File: src/rtl/issue_scheduler.sv
// issue_scheduler: issue-stage hazard checker sitting between the decoder and
// the ALU/mem and multiplier execute paths. In-flight register writers are held
// in a writeback reservation shift register. Slot k holds the writer that
// reaches writeback in k cycles, and slot 0 is writing back in this cycle.
// Issue is held off on RAW, WAW, writeback-port conflicts, downstream stall and
// flush. The block also reports bypass hits from slot 0.
module issue_scheduler #(
  parameter int REG_W     = 5,
  parameter int ALU_LAT   = 2,
  parameter int MUL_LAT   = 5,
  parameter int FLUSH_AGE = 2,
  parameter int R0_ZERO   = 1
) (
  input  logic             clk,
  input  logic             rst_n,
  input  logic             in_valid,
  output logic             in_ready,
  input  logic [REG_W-1:0] in_r1,
  input  logic [REG_W-1:0] in_r2,
  input  logic             in_use_r1,
  input  logic             in_use_r2,
  input  logic [REG_W-1:0] in_dst,
  input  logic             in_wr,
  input  logic             in_mul,
  input  logic             ext_stall,
  input  logic             flush,
  output logic             issue,
  output logic             fwd_r1,
  output logic             fwd_r2,
  output logic             wb_valid,
  output logic [REG_W-1:0] wb_dst,
  output logic [15:0]      stall_cnt
);

  localparam bit R0_EN = (R0_ZERO != 0);

  typedef struct packed {
    logic             v;
    logic [REG_W-1:0] dst;
    logic [3:0]       age;
  } slot_t;

  slot_t       r_slot     [MUL_LAT];
  slot_t       w_slot_nxt [MUL_LAT];
  logic [15:0] r_stall_cnt;

  logic w_src1, w_src2, w_wr;
  logic w_raw, w_waw, w_port;
  logic w_fwd1, w_fwd2;
  logic w_ready, w_issue;
  int   w_lat;

  // Qualify operands: unused sources and register 0 take part in no compare.
  always_comb begin
    // NOTE: every signal written in always_comb gets a value before any
    // branch. Otherwise a path that leaves it unassigned infers a latch.
    w_src1 = in_use_r1 && !(R0_EN && (in_r1 == '0));
    w_src2 = in_use_r2 && !(R0_EN && (in_r2 == '0));
    w_wr   = in_wr && !(R0_EN && (in_dst == '0));
    w_lat  = in_mul ? MUL_LAT : ALU_LAT;
  end

  // Hazard detection against every occupied reservation slot.
  always_comb begin
    w_raw  = 1'b0;
    w_waw  = 1'b0;
    w_fwd1 = 1'b0;
    w_fwd2 = 1'b0;
    for (int k = 0; k < MUL_LAT; k++) begin
      if (r_slot[k].v) begin
        if (k == 0) begin
          // A writer in slot 0 can be bypassed, so it does not stall issue.
          w_fwd1 = w_fwd1 | (w_src1 && (r_slot[k].dst == in_r1));
          w_fwd2 = w_fwd2 | (w_src2 && (r_slot[k].dst == in_r2));
        end else begin
          w_raw = w_raw | (w_src1 && (r_slot[k].dst == in_r1))
                        | (w_src2 && (r_slot[k].dst == in_r2));
        end
        // An older writer that would land after this one breaks WAW order.
        if (k >= w_lat) begin
          w_waw = w_waw | (w_wr && (r_slot[k].dst == in_dst));
        end
      end
    end
    // Only ALU/load writers can collide on the single writeback port, because
    // the multiplier always enters the empty top slot.
    w_port  = w_wr && !in_mul && r_slot[ALU_LAT].v;
    w_ready = !(w_raw || w_waw || w_port || ext_stall || flush);
    w_issue = in_valid && w_ready;
  end

  // Next reservation state: shift toward writeback, age, flush-kill, insert.
  always_comb begin
    for (int k = 0; k < MUL_LAT; k++) begin
      w_slot_nxt[k] = '0;
    end
    for (int k = 0; k < MUL_LAT - 1; k++) begin
      w_slot_nxt[k].v   = r_slot[k+1].v;
      w_slot_nxt[k].dst = r_slot[k+1].dst;
      w_slot_nxt[k].age = (r_slot[k+1].age == 4'hF) ? 4'hF : r_slot[k+1].age + 4'd1;
      // Flush kills young entries using their age before this shift.
      if (flush && (int'(r_slot[k+1].age) < FLUSH_AGE)) begin
        w_slot_nxt[k] = '0;
      end
    end
    // Port and WAW checks keep the target slot free, so the insert never
    // overwrites a live entry.
    if (w_issue && w_wr) begin
      if (in_mul) begin
        w_slot_nxt[MUL_LAT-1].v   = 1'b1;
        w_slot_nxt[MUL_LAT-1].dst = in_dst;
        w_slot_nxt[MUL_LAT-1].age = 4'd0;
      end else begin
        w_slot_nxt[ALU_LAT-1].v   = 1'b1;
        w_slot_nxt[ALU_LAT-1].dst = in_dst;
        w_slot_nxt[ALU_LAT-1].age = 4'd0;
      end
    end
  end

  // Reservation register. Reset discards every in-flight writer at once.
  always_ff @(posedge clk or negedge rst_n) begin
    if (!rst_n) begin
      // NOTE: this array is a handful of flops whose valid bits decide hazards,
      // so every entry is reset. A true RAM array would not be.
      for (int k = 0; k < MUL_LAT; k++) begin
        r_slot[k] <= '0;
      end
    end else begin
      // NOTE: sequential state uses non-blocking assignments. Every flop then
      // samples pre-edge values, with no race between always blocks.
      r_slot <= w_slot_nxt;
    end
  end

  // Saturating count of cycles where an offered instruction was held off.
  always_ff @(posedge clk or negedge rst_n) begin
    if (!rst_n) begin
      r_stall_cnt <= '0;
    end else if (in_valid && !w_ready && !flush && (r_stall_cnt != 16'hFFFF)) begin
      r_stall_cnt <= r_stall_cnt + 16'd1;
    end
  end

  assign in_ready  = w_ready;
  assign issue     = w_issue;
  assign fwd_r1    = w_fwd1;
  assign fwd_r2    = w_fwd2;
  assign wb_valid  = r_slot[0].v;
  assign wb_dst    = r_slot[0].dst;
  assign stall_cnt = r_stall_cnt;

endmodule

File: config.mk
export PLATFORM = sky130hd
export DESIGN_NAME = issue_scheduler
export DESIGN_NICKNAME = d
export VERILOG_FILES = /design/src/rtl/issue_scheduler.sv
export SDC_FILE = /design/constraint.sdc
export NUM_CORES = 1
export LEC_CHECK = 0
export CAP_MARGIN = 5
export CORE_ASPECT_RATIO = 0.8
export CORE_UTILIZATION = 53
export DETAILED_ROUTE_END_ITERATION = 10
export PLACE_DENSITY = 0.81
export SLEW_MARGIN = 20
export SYNTH_ARGS = -nofsm -noshare
export SYNTH_HDL_FRONTEND = slang
export SYNTH_SLANG_ARGS = --single-unit
File: constraint.sdc
create_clock -name clk -period 3.1 [get_ports clk]
set_input_delay 0.31 -clock clk [delete_from_list [all_inputs] [get_ports clk]]
set_output_delay 0.31 -clock clk [all_outputs]
set_load 0.01 [all_outputs]
==> results of run 1 <==
==> cell usage after synthesis (3+ instances only) <==
cell and n:
xor2_1 53, nor2_1 6, clkbuf_1 3, buf_4 6
buf_6 4, mux2_2 3, buf_2 7, mux2i_1 5
nor2b_1 21, nor4_1 15, and3_1 7, nand4_1 3
nand2_1 16, dfrtp_1 51, and2_1 6, nand3_1 19
inv_1 7, xnor2_1 25, nor3_1 9
==> area by class of cell <==
class	count	area, sq um	area share (%)
clock inverter	1	8.76	0.244
multi-input combinational	208	1490	41.4
tap	62	77.6	2.16
clock buffer	7	86.3	2.40
inverter	7	26.3	0.731
sequential	51	1280	35.5
timing repair buffer	68	631	17.5
==> per-stage QoR <==
| step | area, sq um | instances | setup WS, ps |
|---|---|---|---|
| after floorplan | 2910 | 286 | 768 |
| after global placement | 3480 | 396 | 43.9 |
| after detailed placement | 3480 | 396 | 29.8 |
| after CTS | 3570 | 404 | 68.4 |
| after global routing | 3590 | 404 | 23.7 |
| final | 3590 | 404 | 120 |
==> kinds of logic after synthesis <==
kind of cell / synth area share [%]
buffers and inverters: 5.59
flip-flops: 43.9
multiplexers: 2.88
AND/OR/NAND/NOR: 21.5
AO/OA/AOI/OAI: 1.85
adder cells (fa/ha/maj): 0.860
XOR/XNOR: 23.5
==> final timing paths <==
| kind | end | slack, ps |
|---|---|---|
| worst max-delay path | issue | 120 |
| worst min-delay path | stall_cnt[0]$_DFFE_PN0P_ | 9 |
| worst max register to register | stall_cnt[14]$_DFFE_PN0P_ | 470 |
| worst min register to register | r_slot[20]$_DFF_PN0_ | 420 |
| max in group asynchronous | r_slot[32]$_DFF_PN0_ | 2670 |
| min in group clk | r_slot[20]$_DFF_PN0_ | 420 |
==> power groups by stage <==
stage	Clock (mW)	Combinational [mW]	Sequential, mW
after floorplan	0	0.127	0.771
after global placement	0	0.291	0.762
after detailed placement	0	0.302	0.767
after CTS	0.416	0.304	0.754
after global routing	0.447	0.329	0.761
final	0.411	0.303	0.755
==> placed cells by master (no fill, tap or decap), drive strengths merged <==
cell type      synthesis  layout
xor2                  53      53
dfrtp                 51      51
clkdlybuf4s50          0      48
xnor2                 25      25
nor2b                 21      21
buf                   17      20
nand3                 19      19
nand2                 16      16
nor4                  15      15
nor3                   9       9
inv                    7       7
and3                   7       7
clkbuf                 3       7
nor2                   6       6
and2                   6       6
mux2i                  5       5
nand4                  3       3
mux2                   3       3
o21ai                  3       3
a31oi                  2       2
nand2b                 2       2
or3                    2       2
nor3b                  2       2
ha                     2       2
or4                    2       2
o31ai                  1       1
a211oi                 1       1
and4                   1       1
a21o                   1       1
nor4b                  1       1
clkinv                 0       1
==> layer usage <==
metal | share of wire, % | track usage, % | vias up
met5 | 0 | 0 | -
met4 | 1.7 | 11.0 | 0
met3 | 7.9 | 6.27 | 11
met2 | 44 | 41.1 | 109
met1 | 46 | 38.0 | 1114
li1 | - | - | 1056
==> flip-flops by register name, indices dropped and copies added (netlist names) <==
signal / cells
wb_valid: 1
stall_cnt: 16
r_slot: 29
wb_dst: 5
==> results.sh, run 1 <==
export IMPL_path_max_fanout=5
export IMPL_port_buffers=49
export IMPL_pwr_share_clk_pct=28.0
export IMPL_wl_per_cell_um=18.1
export IMPL_start_kind="input port"
export IMPL_hold_class="in2async"
export IMPL_die_y_um=68.3
export IMPL_crit_cells=10
export IMPL_groute_usage_overall_pct=27.1
export IMPL_timing_setup_tns_ps=0
export IMPL_root_buffer="clkbuf_8"
export IMPL_yosysUniqueCellTypes=34
export IMPL_synth_area_leaders="dfrtp_1 (44%), xor2_1 (16%), xnor2_1 (7.5%), nor2b_1 (4.5%), nand3_1 (3.3%)"
export IMPL_cts_made_buffers=5
export IMPL_cap_violations=0
export IMPL_hpwlAfterDp_um=5330
export IMPL_antenna_cells=0
export IMPL_dr_pass1_iters=8
export IMPL_drc=5
export IMPL_synth_nets=312
export IMPL_p_seq_share_pct=51.4
export IMPL_synth_top_area_share_pct=43.9
export IMPL_crit_path_start="in_r1[4]"
export IMPL_vias=2290
export IMPL_async_reset_ff_share_pct=100
export IMPL_htree_levels=2
export IMPL_setup_viol_count_final=0
export IMPL_slew_headroom_pct=54.2
export IMPL_synth_avg_cell_area_sq_um=10.2
export IMPL_worst_pin_slew_ps=681
export IMPL_synth_seq_area_share_pct=43.9
export IMPL_cts_tree="built"
export IMPL_powerDensity_nw_per_um2=409
export IMPL_cts_resized_gates=0
export IMPL_combPwrFrac_pct=20.6
export IMPL_die_width_um=84.8
export IMPL_first_iter_violations=167
export IMPL_cp_slowest_cell="clkdlybuf4s50_1"
export IMPL_cp_arrival_ps=2670
export IMPL_critPathMaxStageDelay_ps=470
export IMPL_die_area_sq_um=5790
export IMPL_end_kind="output port"
export IMPL_grt_max_degree=52
export IMPL_yosys_area_top_type="dfrtp_1"
export IMPL_rsz0062_at_grt="no"
export IMPL_grt_antenna_before_repair=0
export IMPL_synthFlopType="dfrtp_1"
export IMPL_p_int_mw=1.05
export IMPL_r2r_cells=9
export IMPL_fillers=400
export IMPL_ant_nets=0
export IMPL_worstReg2RegStart="r_slot[4]$_DFF_PN0_"
export IMPL_p_sw_mw=0.420
export IMPL_ios=50
export IMPL_finalCritPeriodShare_pct=96.1
export IMPL_post_cts_setup_buffers=0
export IMPL_crit_type="in2out"
export IMPL_via_per_inst=5.67
export IMPL_syn_area_sq_um=2910
export IMPL_clk_latency_ps=310
export IMPL_fmax_ghz=0.336
export IMPL_clock_skew_ps=3.06
export IMPL_cp_num_buf_inv=3
export IMPL_drt_total_wl_um=7320
export IMPL_cp_required_ps=2790
export IMPL_violations="DRC"
export IMPL_hold_slack_ps=9.34
export IMPL_layout_drive_gt1_share_pct=10.2
export IMPL_cp_top_family="buffers and inverters"
export IMPL_numClockSinks=51
export IMPL_netlist_instances=286
export IMPL_core_area_sq_um=5150
export IMPL_status="finished, violations left"
export IMPL_yosysWarnings=0
export IMPL_synth_seq_cells=51
export IMPL_nets=367
export IMPL_utilization_pct=69.8
export IMPL_p_leak_nw=1.67
export IMPL_hold_buffers=0
export IMPL_clock_path_buffers=2
export IMPL_path_clk_slew_ps=90
export IMPL_slew_viol_final=0
export IMPL_total_power_mw=1.47
export IMPL_synth_edff_count=0
export IMPL_min_period_ps=2980
export IMPL_crit_top_cell="clkdlybuf4s50_1"
export IMPL_area_delta_synth_final_pct=23.6
export IMPL_first_global_vias=2171
export IMPL_grt_overflow=0
export IMPL_start_util_pct=56.5
export IMPL_place_congestion=0.931
export IMPL_p_sw_share_pct=28.6
export IMPL_grt_pass1_wl_um=11500
export IMPL_path_cells="clkdlybuf4s50_1 -> buf_4 -> xor2_1 -> nor4_2 -> nand3_1 -> a31oi_1 -> nor2_1 -> and3_1 -> and2_1 -> clkdlybuf4s50_1"
export IMPL_irDropWorstVdd_uv=468
export IMPL_std_cell_rows=23
export IMPL_final_hold_viol_count=0
No activity file was read; power rests on OpenSTA's default activity.
==> inputs of run 2 (changes only) <==
--- a/config.mk
+++ b/config.mk
@@ -7,7 +7,9 @@
 export LEC_CHECK = 0
 export CAP_MARGIN = 5
 export CORE_ASPECT_RATIO = 0.8
+export CORE_MARGIN = 10
 export CORE_UTILIZATION = 53
+export CTS_CLUSTER_SIZE = 25
 export DETAILED_ROUTE_END_ITERATION = 10
 export PLACE_DENSITY = 0.81
 export SLEW_MARGIN = 20
==> results.sh, run 2 (synthesized netlist as in run 1, its figures left out) <==
export IMPL_cap_violations=0
export IMPL_nets=367
export IMPL_clock_path_buffers=2
export IMPL_p_leak_nw=1.71
export IMPL_status="finished, final reports clean"
export IMPL_fillers=418
export IMPL_finalCritPeriodShare_pct=93.4
export IMPL_cp_required_ps=2790
export IMPL_cp_arrival_ps=2590
export IMPL_first_iter_violations=139
export IMPL_hold_class="in2async"
export IMPL_place_congestion=0.938
export IMPL_path_max_fanout=4
export IMPL_top_register="r_slot"
export IMPL_clock_skew_ps=6.44
export IMPL_numClockSinks=51
export IMPL_r2r_setup_slack_ps=600
export IMPL_dp_cells=399
export IMPL_dr_pass1_iters=4
export IMPL_setup_viol_count_final=0
export IMPL_final_common_cell="xor2_1"
export IMPL_stdcell_area_sq_um=3640
export IMPL_ios=50
export IMPL_grt_max_degree=52
export IMPL_start_kind="input port"
export IMPL_min_period_ps=2900
export IMPL_first_global_vias=2318
export IMPL_final_hold_viol_count=0
export IMPL_grt_antenna_before_repair=0
export IMPL_worst_slack_ps=204
export IMPL_core_area_sq_um=5380
export IMPL_fmax_ghz=0.345
export IMPL_vias=2261
export IMPL_drc=0
export IMPL_std_cell_rows=24
export IMPL_end_kind="output port"
export IMPL_ant_nets=0
export IMPL_grt_overflow=0
export IMPL_slew_headroom_pct=52.5
export IMPL_clk_latency_ps=300
export IMPL_via_per_inst=5.56
export IMPL_hpwlAfterDp_um=5480
export IMPL_powerDensity_nw_per_um2=437
export IMPL_crit_type="in2out"
export IMPL_wl_per_cell_um=18.0
export IMPL_final_cells=407
export IMPL_die_width_um=103
export IMPL_port_buffers=49
export IMPL_rsz0062_at_grt="no"
export IMPL_largest_reg_flops=29
export IMPL_worst_pin_slew_ps=707
export IMPL_timing_setup_tns_ps=0
export IMPL_postPlaceCellArea_sq_um=3480
export IMPL_cts_made_buffers=5
export IMPL_path_clk_slew_ps=90
export IMPL_root_buffer="clkbuf_8"
export IMPL_start_util_pct=54.1
export IMPL_drt_total_wl_um=7330
export IMPL_antenna_cells=0
export IMPL_die_area_sq_um=8870
export IMPL_htree_levels=2
export IMPL_groute_usage_overall_pct=17.0
export IMPL_hold_buffers=0
export IMPL_irDropWorstVdd_uv=379
export IMPL_die_y_um=86.3
export IMPL_area_delta_synth_final_pct=25.0
export IMPL_slew_viol_final=0
export IMPL_preCtsSetupSlack_ps=32.7
export IMPL_grt_pass1_wl_um=11900
export IMPL_layout_common_cells="xor2_1 (53), dfrtp_1 (51), clkdlybuf4s50_1 (46)"
export IMPL_layout_drive_gt1_share_pct=10.2
export IMPL_cts_tree="built"
[run 2: worst paths after layout]
kind,from,end,cells past startpoint
hold / removal,rst_n,stall_cnt[0]$_DFFE_PN0P_,1
max in group asynchronous,rst_n,r_slot[6]$_DFF_PN0_,1
setup reg to reg,r_slot[24]$_DFF_PN0_,stall_cnt[14]$_DFFE_PN0P_,8
min in group clk,r_slot[10]$_DFF_PN0_,r_slot[20]$_DFF_PN0_,1
setup / recovery,in_r2[1],in_ready,7
hold reg to reg,r_slot[10]$_DFF_PN0_,r_slot[20]$_DFF_PN0_,1
[run 2: what timing repair did]
item	in CTS	in global routing
gates resized for setup	0	6
setup endpoints to repair	0	1
endpoints found under the hold margin	0	0
buffers inserted	0	0
[run 2: report_power, final]
group          switching [mW]  internal, mW  leakage (nW)  total [mW]
registers              0.0464         0.704         0.697       0.751
clock network           0.216         0.323        0.0654       0.538
logic                   0.141         0.161         0.946       0.302
[run 2: cell type report]
class                   instances  area [sq um]  area share (%)
clock buffers                   6          72.6            2.00
clock inverters                 2          60.1            1.65
inverters                       7          26.3           0.722
multi-input cells             208          1490            40.8
flip-flops and latches         51          1280            35.1
well taps                      65          81.3            2.24
repair buffers                 68           636            17.5
[run 2: metal layers]
| layer | track usage (%) | wire, um |
|---|---|---|
| met3 | 4.61 | 629 |
| met5 | 0 | 0 |
| met4 | 5.42 | 143 |
| met1 | 22.6 | 3260 |
| met2 | 26.1 | 3300 |
[run 2: critical path: stages]
cell and delay [ps]:
clkdlybuf4s50_1 430, or4_4 540, o21ai_2 170, nor4_1 100, o31ai_1 230, and3_4 250, clkdlybuf4s50_1 560
[run 2: per-stage QoR]
step           utilization (%)  total power [mW]  hold slack (ps)
4_1_cts                   67.2              1.60              253
3_5_place_dp              64.8              1.06              398
6_report                  67.7              1.59             27.1
2_1_floorplan                -             0.898             14.4
5_1_grt                   67.7              1.67             63.9
3_3_place_gp              64.8              1.06              394
==> inputs of run 3 (changes only) <==
--- a/config.mk
+++ b/config.mk
@@ -8,10 +8,10 @@
 export CAP_MARGIN = 5
 export CORE_ASPECT_RATIO = 0.8
 export CORE_MARGIN = 10
-export CORE_UTILIZATION = 53
-export CTS_CLUSTER_SIZE = 25
+export CORE_UTILIZATION = 55
+export CTS_CLUSTER_SIZE = 20
 export DETAILED_ROUTE_END_ITERATION = 10
-export PLACE_DENSITY = 0.81
+export PLACE_DENSITY = 0.83
 export SLEW_MARGIN = 20
 export SYNTH_ARGS = -nofsm -noshare
 export SYNTH_HDL_FRONTEND = slang
==> constraint.sdc (replaced) <==
create_clock -name clk -period 3.6 [get_ports clk]
set_input_delay 0.36 -clock clk [delete_from_list [all_inputs] [get_ports clk]]
set_output_delay 0.36 -clock clk [all_outputs]
set_load 0.01 [all_outputs]
==> results.sh, run 3 (synthesized netlist as in run 1, its figures left out) <==
export IMPL_wl_per_cell_um=17.9
export IMPL_rr_endpoint="stall_cnt[14]$_DFFE_PN0P_"
export IMPL_port_buffers=49
export IMPL_cp_required_ps=3240
export IMPL_first_global_vias=2251
export IMPL_dp_cells=387
export IMPL_first_iter_violations=236
export IMPL_hold_slack_ps=68.2
export IMPL_crit_type="in2out"
export IMPL_grt_overflow=0
export IMPL_r2r_cells=9
export IMPL_die_width_um=101
export IMPL_layout_common_cells="xor2_1 (53), dfrtp_1 (51), clkdlybuf4s50_1 (48)"
export IMPL_path_clk_slew_ps=90
export IMPL_start_util_pct=57.4
export IMPL_grt_max_degree=52
export IMPL_worst_pin_slew_ps=657
export IMPL_place_congestion=0.962
export IMPL_cts_tree="built"
export IMPL_timing_setup_tns_ps=0
export IMPL_clock_path_buffers=2
export IMPL_fmax_ghz=0.301
export IMPL_final_hold_viol_count=0
export IMPL_groute_usage_overall_pct=16.4
export IMPL_slew_viol_final=0
export IMPL_setup_viol_count_final=0
export IMPL_cts_resized_gates=0
export IMPL_rsz0062_at_grt="no"
export IMPL_p_leak_nw=1.63
export IMPL_grt_antenna_before_repair=0
export IMPL_die_area_sq_um=8620
export IMPL_path_max_fanout=7
export IMPL_ant_nets=0
export IMPL_slew_headroom_pct=55.9
export IMPL_worst_slack_ps=276
export IMPL_post_cts_setup_buffers=0
export IMPL_start_kind="input port"
export IMPL_vias=2197
export IMPL_numClockSinks=51
export IMPL_antenna_cells=0
export IMPL_preCtsSetupSlack_ps=358
export IMPL_stdcell_area_sq_um=3530
export IMPL_core_area_sq_um=5060
export IMPL_r2r_setup_slack_ps=960
export IMPL_layout_drive_gt1_share_pct=7.21
export IMPL_std_cell_rows=23
export IMPL_final_cells=395
export IMPL_root_buffer="clkbuf_8"
export IMPL_via_per_inst=5.56
export IMPL_cp_arrival_ps=2960
export IMPL_status="finished, final reports clean"
export IMPL_htree_levels=2
export IMPL_ios=50
export IMPL_clock_skew_ps=8.46
export IMPL_drt_total_wl_um=7060
export IMPL_drc=0
export IMPL_nets=358
export IMPL_worstReg2RegStart="r_slot[16]$_DFF_PN0_"
export IMPL_hpwlAfterDp_um=5330
export IMPL_area_delta_synth_final_pct=21.3
export IMPL_grt_pass1_wl_um=11500
export IMPL_postPlaceCellArea_sq_um=3410
export IMPL_crit_path_start="in_r1[1]"
export IMPL_die_y_um=85.1
export IMPL_largest_reg_flops=29
export IMPL_min_period_ps=3320
export IMPL_powerDensity_nw_per_um2=370
export IMPL_cap_violations=0
export IMPL_cts_made_buffers=5
export IMPL_finalCritPeriodShare_pct=92.3
export IMPL_hold_class="in2async"
export IMPL_top_register="r_slot"
export IMPL_final_common_cell="xor2_1"
export IMPL_dr_pass1_iters=4
export IMPL_crit_path_end="issue"
export IMPL_irDropWorstVdd_uv=354
export IMPL_end_kind="output port"
export IMPL_clk_latency_ps=300
export IMPL_hold_buffers=0
==> run 3: worst max-delay path, cell delays in order <==
cell             delay [ps]
clkdlybuf4s50_1         420
or4_1                   520
o21ai_1                 220
nor4_1                  110
o31ai_1                 240
and3_1                  390
and2_1                  170
clkdlybuf4s50_1         530
==> run 3: layout make-up <==
class | count | area (sq um)
Clock buffer | 5 | 68.8
Clock inverter | 3 | 47.5
Fill cell | 392 | 1540
Inverter | 7 | 26.3
Multi-Input combinational cell | 208 | 1470
Sequential cell | 51 | 1280
Tap cell | 62 | 77.6
Timing Repair Buffer | 59 | 563
==> run 3: how the worst min path moves through the flow <==
| stage | from | to | slack [ps] | cells after the start |
|---|---|---|---|---|
| floorplan | rst_n | r_slot[10]$_DFF_PN0_ | 60 | 0 |
| global placement | r_slot[10]$_DFF_PN0_ | r_slot[20]$_DFF_PN0_ | 390 | 1 |
| detailed placement | r_slot[10]$_DFF_PN0_ | r_slot[20]$_DFF_PN0_ | 400 | 1 |
| CTS | rst_n | stall_cnt[15]$_DFFE_PN0P_ | 290 | 1 |
| global route | rst_n | stall_cnt[8]$_DFFE_PN0P_ | 110 | 1 |
| finish | rst_n | stall_cnt[5]$_DFFE_PN0P_ | 70 | 1 |
==> run 3: routing by layer <==
| metal | share of wire, % | GRT usage (%) | routed length, um |
|---|---|---|---|
| met1 | 45 | 22.0 | 3180 |
| met2 | 46 | 25.7 | 3250 |
| met3 | 7.5 | 3.40 | 531 |
| met4 | 1.5 | 5.31 | 106 |
| met5 | 0 | 0 | 0 |
==> run 3: report_power, final <==
group,internal [mW],leakage [nW],switching [mW]
Combinational,0.132,0.877,0.121
Clock,0.211,0.0587,0.194
Sequential,0.607,0.697,0.0402
Total,0.950,1.63,0.355
==> run 3: through the flow <==
stage | utilization (%) | total power [mW]
2_1_floorplan | - | 0.774
3_3_place_gp | 67.3 | 0.901
3_5_place_dp | 67.3 | 0.911
4_1_cts | 69.6 | 1.31
5_1_grt | 69.7 | 1.37
6_report | 69.7 | 1.30
